File: src/rtl/crack_multi_ctrl.sv
// crack_multi_ctrl: launches NUM_CORES ARC4 crack cores, keeps the lowest-index valid key.
// Define CRACK_TIMEOUT_EN to add a RUN-phase watchdog that forces FAIL after TIMEOUT_CYCLES.
module crack_multi_ctrl #(
    parameter int unsigned NUM_CORES      = 4,
    parameter int unsigned KEY_W          = 24,
    parameter int unsigned DIGITS         = KEY_W / 4,
    parameter int unsigned TIMEOUT_CYCLES = 2**26
) (
    input  logic                                            clk,
    input  logic                                            rst_n,
    input  logic                                            start,
    output logic                                            busy,
    output logic                                            done,
    output logic                                            key_valid,
    output logic [KEY_W-1:0]                                key,
    output logic [((NUM_CORES > 1) ? $clog2(NUM_CORES) : 1)-1:0] winner,
    output logic                                            timed_out,
    output logic [NUM_CORES-1:0]                            core_rst_n,
    output logic [NUM_CORES-1:0]                            core_en,
    input  logic [NUM_CORES-1:0]                            core_rdy,
    input  logic [NUM_CORES-1:0]                            core_key_valid,
    input  logic [NUM_CORES*KEY_W-1:0]                      core_key,
    output logic [7*DIGITS-1:0]                             hex_seg
);

    localparam int unsigned WIN_W = (NUM_CORES > 1) ? $clog2(NUM_CORES) : 1;

    typedef enum logic [2:0] {
        StIdle,
        StWaitRdy,
        StLaunch,
        StSettle,
        StRun,
        StAbort,
        StDone,
        StFail
    } state_e;

    state_e               state_q, state_d;
    logic                 busy_q, busy_d;
    logic                 done_q, done_d;
    logic                 key_valid_q, key_valid_d;
    logic [KEY_W-1:0]     key_q, key_d;
    logic [KEY_W-1:0]     win_key_q, win_key_d;
    logic [WIN_W-1:0]     winner_q, winner_d;
    logic                 timed_out_q, timed_out_d;
    logic [NUM_CORES-1:0] core_en_q, core_en_d;
    logic [NUM_CORES-1:0] core_rst_q, core_rst_d;
    logic [NUM_CORES-1:0] finished_q, finished_d;

    logic [NUM_CORES-1:0] fin_now;
    logic [NUM_CORES-1:0] cand;
    logic [WIN_W-1:0]     cand_idx;
    logic                 timeout_hit;

    assign fin_now = finished_q | core_rdy;
    assign cand    = fin_now & core_key_valid;

    // Descending scan so the lowest set index is the last one assigned.
    always_comb begin
        cand_idx = '0;
        for (int i = NUM_CORES - 1; i >= 0; i--) begin
            if (cand[i]) begin
                cand_idx = WIN_W'(i);
            end
        end
    end

`ifdef CRACK_TIMEOUT_EN
    localparam int unsigned CNT_W = $clog2(TIMEOUT_CYCLES + 1);

    logic [CNT_W-1:0] cnt_q, cnt_d;

    assign timeout_hit = (cnt_q >= CNT_W'(TIMEOUT_CYCLES));

    always_comb begin
        cnt_d = cnt_q;
        if (state_q == StLaunch) begin
            cnt_d = '0;
        end else if ((state_q == StSettle || state_q == StRun) && !timeout_hit) begin
            cnt_d = cnt_q + CNT_W'(1);
        end
    end

    always_ff @(posedge clk or negedge rst_n) begin
        if (!rst_n) begin
            cnt_q <= '0;
        end else begin
            cnt_q <= cnt_d;
        end
    end
`else
    assign timeout_hit = 1'b0;
`endif

    always_comb begin
        state_d     = state_q;
        busy_d      = busy_q;
        done_d      = done_q;
        key_valid_d = key_valid_q;
        key_d       = key_q;
        win_key_d   = win_key_q;
        winner_d    = winner_q;
        timed_out_d = timed_out_q;
        core_en_d   = '0;
        core_rst_d  = '1;
        finished_d  = finished_q;

        case (state_q)
            StIdle: begin
                if (start) begin
                    state_d = StWaitRdy;
                    busy_d  = 1'b1;
                end
            end
            StWaitRdy: begin
                if (&core_rdy) begin
                    state_d   = StLaunch;
                    core_en_d = '1;
                end
            end
            StLaunch: begin
                finished_d = '0;
                state_d    = StSettle;
            end
            // Cores may still show the stale ready from before launch here.
            StSettle: begin
                state_d = StRun;
            end
            StRun: begin
                finished_d = fin_now;
                if (|cand) begin
                    state_d              = StAbort;
                    winner_d             = cand_idx;
                    win_key_d            = core_key[cand_idx*KEY_W +: KEY_W];
                    core_rst_d           = '0;
                    core_rst_d[cand_idx] = 1'b1;
                end else if (&fin_now) begin
                    state_d = StFail;
                    busy_d  = 1'b0;
                    done_d  = 1'b1;
                    key_d   = '0;
                end else if (timeout_hit) begin
                    state_d     = StFail;
                    busy_d      = 1'b0;
                    done_d      = 1'b1;
                    key_d       = '0;
                    timed_out_d = 1'b1;
                    core_rst_d  = '0;
                end
            end
            StAbort: begin
                state_d     = StDone;
                busy_d      = 1'b0;
                done_d      = 1'b1;
                key_valid_d = 1'b1;
                key_d       = win_key_q;
            end
            StDone, StFail: begin
                if (start) begin
                    state_d     = StWaitRdy;
                    busy_d      = 1'b1;
                    done_d      = 1'b0;
                    key_valid_d = 1'b0;
                    key_d       = '0;
                    winner_d    = '0;
                    timed_out_d = 1'b0;
                end
            end
            default: begin
                state_d     = StIdle;
                busy_d      = 1'b0;
                done_d      = 1'b0;
                key_valid_d = 1'b0;
                key_d       = '0;
                winner_d    = '0;
                timed_out_d = 1'b0;
            end
        endcase
    end

    always_ff @(posedge clk or negedge rst_n) begin
        if (!rst_n) begin
            state_q     <= StIdle;
            busy_q      <= 1'b0;
            done_q      <= 1'b0;
            key_valid_q <= 1'b0;
            key_q       <= '0;
            win_key_q   <= '0;
            winner_q    <= '0;
            timed_out_q <= 1'b0;
            core_en_q   <= '0;
            core_rst_q  <= '0;
            finished_q  <= '0;
        end else begin
            state_q     <= state_d;
            busy_q      <= busy_d;
            done_q      <= done_d;
            key_valid_q <= key_valid_d;
            key_q       <= key_d;
            win_key_q   <= win_key_d;
            winner_q    <= winner_d;
            timed_out_q <= timed_out_d;
            core_en_q   <= core_en_d;
            core_rst_q  <= core_rst_d;
            finished_q  <= finished_d;
        end
    end

    assign busy       = busy_q;
    assign done       = done_q;
    assign key_valid  = key_valid_q;
    assign key        = key_q;
    assign winner     = winner_q;
    assign timed_out  = timed_out_q;
    assign core_en    = core_en_q;
    assign core_rst_n = core_rst_q;

    // Active-low segments, bit 6 = g ... bit 0 = a.
    function automatic logic [6:0] hex7(input logic [3:0] n);
        case (n)
            4'h0: hex7 = 7'h40;
            4'h1: hex7 = 7'h79;
            4'h2: hex7 = 7'h24;
            4'h3: hex7 = 7'h30;
            4'h4: hex7 = 7'h19;
            4'h5: hex7 = 7'h12;
            4'h6: hex7 = 7'h02;
            4'h7: hex7 = 7'h78;
            4'h8: hex7 = 7'h00;
            4'h9: hex7 = 7'h10;
            4'hA: hex7 = 7'h08;
            4'hB: hex7 = 7'h03;
            4'hC: hex7 = 7'h46;
            4'hD: hex7 = 7'h21;
            4'hE: hex7 = 7'h06;
            default: hex7 = 7'h0E;
        endcase
    endfunction

    always_comb begin
        hex_seg = '1;
        for (int d = 0; d < int'(DIGITS); d++) begin
            if (state_q == StDone) begin
                hex_seg[7*d +: 7] = hex7(key_q[4*d +: 4]);
            end else if (state_q == StFail) begin
                hex_seg[7*d +: 7] = 7'b0111111;
            end
        end
    end

endmodule

File: config.mk
export PLATFORM = sky130hd
export DESIGN_NAME = crack_multi_ctrl
export DESIGN_NICKNAME = d
export VERILOG_FILES = /design/src/rtl/crack_multi_ctrl.sv
export SDC_FILE = /design/constraint.sdc
export NUM_CORES = 1
export LEC_CHECK = 0
export ABC_AREA = 1
export CAP_MARGIN = 20
export CORE_MARGIN = 3
export CORE_UTILIZATION = 45
export CTS_CLUSTER_DIAMETER = 30
export DETAILED_ROUTE_END_ITERATION = 6
export HOLD_SLACK_MARGIN = 0.03
export PLACE_DENSITY_LB_ADDON = 0.3
export SLEW_MARGIN = 20
export SYNTH_ARGS = -nofsm -noshare
export SYNTH_HDL_FRONTEND = slang
export SYNTH_SLANG_ARGS = --single-unit
File: constraint.sdc
create_clock -name clk -period 2.5 [get_ports clk]
set_input_delay 0.375 -clock clk [delete_from_list [all_inputs] [get_ports clk]]
set_output_delay 0.375 -clock clk [all_outputs]
set_load 0.02 [all_outputs]
==> flow_metrics.env <==
export IMPL_status="completed"
export IMPL_drc=0
export IMPL_area_growth_pct=38.75
export IMPL_drive_above_1_share_pct=8.984
export IMPL_grt_max_degree=49
export IMPL_dr_total_vias=5922
export IMPL_syn_area_um2=5734
export IMPL_tns_ns=0
export IMPL_clockBufferDepth=2
export IMPL_hold_viol=0
export IMPL_crit_fanout=7
export IMPL_endpoint="hex_seg[2]"
export IMPL_crit_arrival_ns=2.00
export IMPL_grt_pass1_wl_um=26260
export IMPL_crit_type="flip-flop to output pin"
export IMPL_powerDensity_nw_per_um2=905.0
export IMPL_dp_hpwl_um=12030
export IMPL_clk_latency_ns=0.33
export IMPL_globalplace_congestion=0.9061
export IMPL_endpoint_kind="output pin"
export IMPL_yosysWarningCount=0
export IMPL_layout_nets=1163
export IMPL_syn_inst=858
export IMPL_fmax_ghz=0.4215
export IMPL_grt_pass1_vias=5459
export IMPL_syn_nets=1001
export IMPL_postCtsSetupBuffers=0
export IMPL_place_inst=1176
export IMPL_wl_per_cell_um=13.11
export IMPL_antenna_found_initial=0
export IMPL_clkTransAtPathRegs_ns=0.05
export IMPL_ys_types=36
export IMPL_min_period_over_period_pct=94.90
export IMPL_dieArea_um2=14130
export IMPL_reg2reg_to="key[15]"
export IMPL_syn_area_per_cell_um2=6.683
export IMPL_reg2reg_slack_ns=0.61
export IMPL_cap_violations=0
export IMPL_p_leak_nw=3.807
export IMPL_ant_nets=0
export IMPL_grt_overflow_total=0
export IMPL_regArea_um2=1632
export IMPL_synth_seq_cells=65
export IMPL_fillers=1156
export IMPL_setup_viol=0
export IMPL_crit_start="key[0]"
export IMPL_numPortBuffers=185
export IMPL_drt_wl_total_um=15630
export IMPL_grtUsageTotal_pct=22.11
export IMPL_core_um2=12210
export IMPL_htreeDepth=3
export IMPL_multi_input_area_um2=3219
export IMPL_period_minus_slack_ns=2.372
export IMPL_vias_per_cell=4.968
export IMPL_irDropWorstVdd_mv=0.3517
export IMPL_hold_ws_ns=0.3977
export IMPL_numCtsBuffers=9
export IMPL_initial_utilization_pct=46.96
export IMPL_ys_seq_area_share_pct=28.37
export IMPL_dr_first_iter_drc_count=399
export IMPL_fin_skew_ns=0.007401
export IMPL_final_cells=1192
export IMPL_n_antenna_cell=0
export IMPL_cts_sinks=65
export IMPL_hold_path_class="primary input to asynchronous set/reset pin"
export IMPL_ff2ff_path_depth=7
export IMPL_cts_tree="built"
export IMPL_die_x_um=118.9
export IMPL_fin_total_pwr_mw=7.201
export IMPL_first_pass_iters=5
export IMPL_worstReg2RegStart="state_q[2]"
export IMPL_fin_util_pct=65.15
export IMPL_clock_root_buffer="clkbuf_16"
export IMPL_slew_violations=0
export IMPL_required_ns=2.12
export IMPL_top_level_ports=187
export IMPL_worst_setup_path_start_kind="flip-flop"
export IMPL_fp_row_count=40
export IMPL_die_h_um=118.9
==> cell type report <==
type | count | area share, %
multi-input cells | 587 | 40.46
repair buffers | 200 | 24.97
flip-flops and latches | 65 | 20.51
inverters | 157 | 7.501
clock buffers | 12 | 3.098
well taps | 168 | 2.642
clock inverters | 3 | 0.8177
==> cells in the mapped netlist, drive strengths merged <==
cell / instances / area share, %
nand2: 242 / 17
nand3: 156 / 15
inv: 152 / 9.9
o21ai: 66 / 7.3
dfrtp: 65 / 28
nor2: 37 / 3.8
ha: 36 / 7.9
buf: 32 / 4.1
clkbuf: 17 / 1.1
a21oi: 10 / 0.87
nor3: 8 / 0.70
a31oi: 7 / 0.76
o2111ai: 7 / 1.1
o211ai: 6 / 0.79
o311ai: 6 / 0.92
clkinv: 5 / 0.33
a22oi: 1 / 0.13
a2bb2oi: 1 / 0.15
conb: 1 / 0.065
nand4: 1 / 0.11
o22ai: 1 / 0.11
o31ai: 1 / 0.13
==> power breakdown <==
group	total (mW)	internal (mW)	switching (mW)
clock network	1.32	0.892	0.424
registers	1.97	1.48	0.482
logic	3.92	1.52	2.39
==> layout by cell type (no fill, tap or decap), types with 8 or more instances in the layout <==
cell / netlist / final
ha_1: 36 / 36
o21ai_2: 20 / 20
inv_2: 5 / 8
clkdlybuf4s50_1: 0 / 146
o21ai_0: 44 / 44
nand3_1: 145 / 145
nor2_1: 29 / 29
buf_4: 9 / 10
dlymetal6s2s_1: 0 / 8
dlygate4sd2_1: 0 / 29
clkbuf_16: 0 / 9
nand2_1: 232 / 232
inv_1: 147 / 144
nor3_1: 8 / 8
a21oi_1: 10 / 10
dfrtp_1: 65 / 61
nand3_2: 11 / 11
==> per-stage QoR <==
step                      area, um2  setup WS, ns
after floorplan                5734        0.4275
after global routing           7956      -0.03374
after CTS                      7919      0.006879
final                          7956        0.1275
after global placement         7635        0.2349
after detailed placement       7635        0.2007
==> flip-flops by register name (all words and copies together), names as in the netlist <==
register    count
key            24
key_valid       1
core_en         1
finished_q      4
state_q         3
busy            1
core_rst_n      4
done            1
winner          2
win_key_q      24
==> routing by layer <==
| layer | vias to the layer above | track usage (%) | part of all wire [%] |
|---|---|---|---|
| met2 | 241 | 32.50 | 42 |
| met4 | 0 | 8.617 | 2.6 |
| met5 | - | 0 | 0 |
| li1 | 3042 | - | - |
| met1 | 2612 | 31.80 | 47 |
| met3 | 27 | 4.558 | 7.7 |
==> kinds of logic (layout without fill, tap and decap cells) <==
| family | count (synthesis) | count (layout) | synth area share (%) |
|---|---|---|---|
| AND/OR/NAND/NOR | 444 | 444 | 36.02 |
| other | 1 | 1 | 0.06540 |
| buffers and inverters | 206 | 372 | 15.49 |
| adder cells (fa/ha/maj) | 36 | 36 | 7.855 |
| AO/OA/AOI/OAI | 106 | 106 | 12.20 |
| flip-flops | 65 | 65 | 28.37 |
==> worst max-delay path, cell delays in order (launching register included) <==
cell and delay (ns):
dfrtp_1 0.40, inv_1 0.22, ha_1 0.19, inv_1 0.05, o311ai_0 0.41, dlygate4sd2_1 0.40
==> how the worst min path moves through the flow <==
| stage | to | slack, ns | cells past startpoint |
|---|---|---|---|
| final | finished_q[2] | 0.40 | 2 |
| after global routing | core_rst_n[3] | 0.42 | 2 |
| after CTS | core_rst_n[3] | 0.37 | 2 |
| after detailed placement | core_rst_n[3] | 0.19 | 1 |
| after global placement | core_rst_n[3] | 0.19 | 1 |
| after floorplan | busy | 0.08 | 0 |
==> what timing repair did <==
action / 4_1_cts / 5_1_grt
hold buffers: 1 / 0
endpoints found under the hold margin: 3 / 0
endpoints found under the setup margin: 30 / 13
gates resized for setup: 31 / 18
No activity file was read; power rests on OpenSTA's default activity.
